--- src/rtl/comparator_seq.sv ---
// Multi-cycle magnitude comparator, one CHUNK-bit slice per clock, MSB first.
// Ports: clk, rst_n, start, signed_mode, A, B in; busy, done, EQ/LT/GT out.
module comparator_seq #(
  parameter int WIDTH = 32,
  parameter int CHUNK = 8
) (
  input  logic             clk,
  input  logic             rst_n,
  input  logic             start,
  input  logic             signed_mode,
  input  logic [WIDTH-1:0] A,
  input  logic [WIDTH-1:0] B,
  output logic             busy,
  output logic             done,
  output logic [WIDTH-1:0] EQ,
  output logic [WIDTH-1:0] LT,
  output logic [WIDTH-1:0] GT
);

  localparam int NCHUNK = WIDTH / CHUNK;
  localparam int IW = (NCHUNK > 1) ? $clog2(NCHUNK) : 1;
  localparam logic [IW-1:0] TOP = IW'(NCHUNK - 1);

  typedef enum logic {
    IDLE,
    RUN
  } state_e;

  state_e           state_q, state_d;
  logic [IW-1:0]    idx_q, idx_d;
  logic [WIDTH-1:0] a_q, a_d;
  logic [WIDTH-1:0] b_q, b_d;
  logic             sm_q, sm_d;
  logic             done_q, done_d;
  logic             eq_q, eq_d;
  logic             lt_q, lt_d;
  logic             gt_q, gt_d;

  logic [CHUNK-1:0] ca, cb;

  // Select the active slice; in signed mode the top slice gets its
  // sign bit flipped so an unsigned compare orders it correctly.
  always_comb begin
    ca = '0;
    cb = '0;
    for (int i = 0; i < NCHUNK; i++) begin
      if (idx_q == IW'(i)) begin
        ca = a_q[i*CHUNK +: CHUNK];
        cb = b_q[i*CHUNK +: CHUNK];
      end
    end
    if (sm_q && (idx_q == TOP)) begin
      ca[CHUNK-1] = ~ca[CHUNK-1];
      cb[CHUNK-1] = ~cb[CHUNK-1];
    end
  end

  always_comb begin
    state_d = state_q;
    idx_d   = idx_q;
    a_d     = a_q;
    b_d     = b_q;
    sm_d    = sm_q;
    done_d  = 1'b0;
    eq_d    = eq_q;
    lt_d    = lt_q;
    gt_d    = gt_q;
    unique case (state_q)
      IDLE: begin
        if (start) begin
          a_d     = A;
          b_d     = B;
          sm_d    = signed_mode;
          idx_d   = TOP;
          state_d = RUN;
        end
      end
      RUN: begin
        if (ca != cb) begin
          lt_d    = (ca < cb);
          gt_d    = (ca > cb);
          eq_d    = 1'b0;
          done_d  = 1'b1;
          state_d = IDLE;
        end else if (idx_q == '0) begin
          eq_d    = 1'b1;
          lt_d    = 1'b0;
          gt_d    = 1'b0;
          done_d  = 1'b1;
          state_d = IDLE;
        end else begin
          idx_d = idx_q - 1'b1;
        end
      end
      default: state_d = IDLE;
    endcase
  end

  always_ff @(posedge clk or negedge rst_n) begin
    if (!rst_n) begin
      state_q <= IDLE;
      idx_q   <= '0;
      a_q     <= '0;
      b_q     <= '0;
      sm_q    <= 1'b0;
      done_q  <= 1'b0;
      eq_q    <= 1'b0;
      lt_q    <= 1'b0;
      gt_q    <= 1'b0;
    end else begin
      state_q <= state_d;
      idx_q   <= idx_d;
      a_q     <= a_d;
      b_q     <= b_d;
      sm_q    <= sm_d;
      done_q  <= done_d;
      eq_q    <= eq_d;
      lt_q    <= lt_d;
      gt_q    <= gt_d;
    end
  end

  assign busy = (state_q == RUN);
  assign done = done_q;
  assign EQ   = {{(WIDTH-1){1'b0}}, eq_q};
  assign LT   = {{(WIDTH-1){1'b0}}, lt_q};
  assign GT   = {{(WIDTH-1){1'b0}}, gt_q};

endmodule

--- config.mk ---
export PLATFORM = sky130hd
export DESIGN_NAME = comparator_seq
export DESIGN_NICKNAME = d
export VERILOG_FILES = /design/src/rtl/comparator_seq.sv
export SDC_FILE = /design/constraint.sdc
export NUM_CORES = 1
export LEC_CHECK = 0
export CAP_MARGIN = 0
export CORE_ASPECT_RATIO = 1.2
export CORE_UTILIZATION = 45
export DETAILED_ROUTE_END_ITERATION = 12
export PLACE_DENSITY_LB_ADDON = 0.25
export SYNTH_ARGS = -nofsm -noshare
export SYNTH_HDL_FRONTEND = slang
export SYNTH_SLANG_ARGS = --single-unit
--- constraint.sdc ---
create_clock -name clk -period 6.3 [get_ports clk]
set_input_delay 1.26 -clock clk [delete_from_list [all_inputs] [get_ports clk]]
set_output_delay 1.26 -clock clk [all_outputs]
set_load 0.05 [all_outputs]
==> results by stage <==
Timing:
- Setup violations remaining at the end of the flow were counted as 0.
- Setup repair after global routing left no endpoint under its margin.
- Between clock sinks in the finished design, the worst skew comes to 7.28 ps.
- The actual transition at the worst max-transition pin is 1120 ps.
- The count of final max-slew check failures is 0.
- The maximum clock rate is 0.286 GHz.
- Headroom to the max-slew limit came out at 25.4%.
- The hold violation total from the final report was 0.
- The final critical delay including setup and external delays is 3490 ps.
- After layout, the worst setup slack is 2810 ps.
- The share of the clock period used by the worst path is 55.5%.
- The final hold slack is 503 ps.
- The final sum of negative setup slack is 0 ps.

Critical path:
- In this run the critical register-to-register path is captured at gt_q.
- The number of buffers and inverters on the critical path is 1.
- The largest individual stage delay along the critical path comes from the cell sky130_fd_sc_hd__ha_1.
- The launch point of the worst reg-to-reg path is idx_q[1].
- The worst-path maximum fanout is 18.
- STA classifies the critical path endpoint as a register.
- STA classifies the critical path startpoint as a register.
- The worst register-to-register path has a setup slack of 2810 ps.
- In this run the number of cells on the critical path is 11.
- Walking the worst path, the cells encountered are inv_1, ha_1, nor2b_4, a221oi_1, nor3_1, a21oi_1, ha_1, nand4_1, o21ai_0, or3_1, a2bb2oi_1.
- The worst endpoint data arrival time is 3710 ps.
- The startpoint of the worst setup timing path is idx_q[1].
- The cell family contributing the most delay on the critical path is adder cells.
- The classification of the worst setup path is register to register.
- The number of cells on the worst reg-to-reg path is 11.
- The end point of the critical path is gt_q.
- On the worst path, the slowest cell contributes a delay of 710 ps.
- The critical path data required time is 6520 ps.
- In this design, the critical path's most frequently occurring cell is sky130_fd_sc_hd__ha_1.

Synth:
- The cell area that synthesis handed to floorplanning was 4190 um^2.
- The sequential element share of the synthesized area is 43.0%.
- The number of instances in the synthesized netlist is 362.
- The count of cell types in the netlist is 31.
- The dominant register cell in the synthesized netlist is sky130_fd_sc_hd__dfrtp_1.
- Counting flops with a built-in enable in the synthesized netlist gives 0.
- The number of warnings printed during yosys synthesis is 0.
- The average size of a mapped cell is 11.6 um^2.
- The number of storage elements in the synthesis netlist is 72.
- After synthesis, the share of flip-flops with an asynchronous set or reset is 100%.

Die:
- The row count is 38.
- The die covers 9710 um^2.
- For this configuration, the core starts out at a cell density of 46.4%.
- The die boundary width is 90.1 um.
- In this run the vertical extent of the chip is 108 um.
- The area of the core region is 9030 um^2.
- During I/O placement, the number of pins put on the boundary was 166.

Routing:
- The top metal layer carrying routed signals is met4.
- The DRC violations left is 0.
- Summed over all layers, the routed wires come to 7870 um.
- The number of design-rule violations left by the first detailed-router iteration is 131.
- The ratio of routed vias to standard cells is 4.62.
- After detailed routing, the average wire length per cell comes to 14.3 um.
- The via count is 2,545.
- The detailed-routing iteration count for the pre-antenna-repair pass is 6.
- The count of antenna-violating nets left after detailed routing is 0.
- The total length of routed met2 wires is 3950 um.
- Summed over all nets, wire length on met3 after detailed routing comes to 367 um.
- The detailed-routing wirelength on met1 is 3370 um.

Global routing:
- The first global-routing pass estimated 12,900 um of wire.
- After global routing the overflow that remains totals 0.
- The largest net degree at the start of global routing is 73.
- The number of antenna violations at the first check in global routing was 0.
- The number of global-route vias before repair came to 2,578.
- Across every metal layer, demand over resource in global routing totals 17.3%.

Clocking:
- The later pin in the worst-skew pair is clocked with a latency of 350 ps.
- Gates resized during post-CTS repair numbered 0.
- The TritonCTS buffer count is 9.
- The number of H-tree levels is 3.
- The clock root buffer is sky130_fd_sc_hd__clkbuf_8.
- The post-CTS setup repair buffer count is 0.
- TritonCTS built the clock tree.
- The clock passes through at most 2 buffers.
- The number of hold buffers added after CTS was 0.
- The number of clock sinks is 72.
- Clock-pin slew was measured on the worst setup and hold paths at 80 ps.

Final layout:
- In the final layout, the share of cells above drive strength 1 is 19.5%.
- For this run, the post-layout net count is 506.
- The post-route core utilization is 53.5%.
- The repair_antennas step left the layout with diodes totalling 0.
- The synthesis-to-layout area growth is 15.3%.

Place:
- Routability-driven placement finished with a final weighted congestion of 0.735.
- OpenSTA, run right after detailed placement, puts the worst setup slack at 2750 ps.
- The number of I/O port buffers is 72.
- Summed over all nets, the half-perimeter wirelength after detailed placement is 5560 um.

Worst hold path:
- The type of the worst min-delay path is register to register.
- The startpoint identified for the worst hold timing path is a_q[0].

Pwr:
- The worst-case IR drop observed on VDD is 153 uV.
- The final total power is 1390 uW.
- Summed over all cells, the static leakage comes to 0.00217 uW.
- The ratio of total power to cell area is 288 nW/um^2.

Run:
- The max-cap violation count is 0.

Run status:
- The run finished with clean final reports.
[synth_stat cells, types with 5 or more instances]
cell type / instances / area share [%]
sky130_fd_sc_hd__buf_4: 98 / 18
sky130_fd_sc_hd__buf_2: 5 / 0.60
sky130_fd_sc_hd__o31ai_1: 7 / 1.3
sky130_fd_sc_hd__a21oi_1: 11 / 1.3
sky130_fd_sc_hd__o21ai_0: 7 / 0.84
sky130_fd_sc_hd__mux2_4: 17 / 6.1
sky130_fd_sc_hd__nor2b_1: 15 / 2.2
sky130_fd_sc_hd__mux2_2: 48 / 13
sky130_fd_sc_hd__nor3_1: 7 / 0.84
sky130_fd_sc_hd__dfrtp_1: 72 / 43
sky130_fd_sc_hd__ha_1: 12 / 3.6
sky130_fd_sc_hd__clkbuf_1: 6 / 0.54
sky130_fd_sc_hd__a221oi_1: 13 / 2.7
sky130_fd_sc_hd__nand2_1: 13 / 1.2
[power by group]
group / total, uW / internal [uW] / leakage (uW) / switching, uW
logic: 381 / 149 / 0.00122 / 232
registers: 574 / 534 / 0.000839 / 39.5
clock network: 440 / 263 / 0.000110 / 177
[cells in the final DEF (no fill, tap or decap), types with 9 or more instances in the layout]
| master | n |
|---|---|
| sky130_fd_sc_hd__a221oi_1 | 13 |
| sky130_fd_sc_hd__clkbuf_8 | 9 |
| sky130_fd_sc_hd__mux2_4 | 17 |
| sky130_fd_sc_hd__nor2b_1 | 14 |
| sky130_fd_sc_hd__dfrtp_1 | 72 |
| sky130_fd_sc_hd__clkdlybuf4s50_1 | 71 |
| sky130_fd_sc_hd__nand2_1 | 13 |
| sky130_fd_sc_hd__mux2_2 | 48 |
| sky130_fd_sc_hd__a21oi_1 | 11 |
| sky130_fd_sc_hd__conb_1 | 93 |
| sky130_fd_sc_hd__ha_1 | 12 |
[per-stage QoR]
| step | cell area (um^2) | cells |
|---|---|---|
| floorplan | 4540 | 454 |
| global placement | 4600 | 535 |
| detailed placement | 4600 | 535 |
| CTS | 4840 | 551 |
| global route | 4840 | 551 |
| finish | 4840 | 551 |
[logic make-up (layout without fill, tap and decap cells)]
logic type                 after synthesis  after routing  share of synthesized area (%)
buffers and inverters                  117             94                           20.1
DFF                                     72             72                           43.0
muxes                                   68             68                           19.7
and+or+nand+nor                         46             46                           5.88
AOI/OAI and AO/OA                       44             44                           7.28
adders and majority gates               12             12                           3.58
xor gates and xnor gates                 2              2                          0.418
other                                    1             93                         0.0894
[layout make-up]
class	count	area, um^2
Clock buffer	11	131
Inverter	4	15.0
Timing Repair Buffer	74	731
Clock inverter	5	105
Tap cell	120	150
Fill cell	810	4200
Sequential cell	72	1800
Multi-Input combinational cell	265	1900
[metal layers]
metal	global-route usage, %	up-vias
met5	0	-
met4	7.14	0
met3	4.10	16
met2	29.7	111
met1	20.8	1230
li1	-	1188
[worst min path at each step]
stage / end / cells after the start / slack [ps]
2_1_floorplan: a_q[23] / 1 / 470
3_3_place_gp: a_q[0] / 1 / 480
3_5_place_dp: a_q[0] / 1 / 490
4_1_cts: a_q[0] / 1 / 510
5_1_grt: a_q[0] / 1 / 520
6_report: a_q[0] / 1 / 500
[registers in the layout (all words and copies together) (netlist names)]
signal / cells
a_q: 32
b_q: 32
busy: 1
done: 1
eq_q: 1
gt_q: 1
idx_q: 2
lt_q: 1
sm_q: 1
Note: power is estimated with default switching activity, not from simulation.
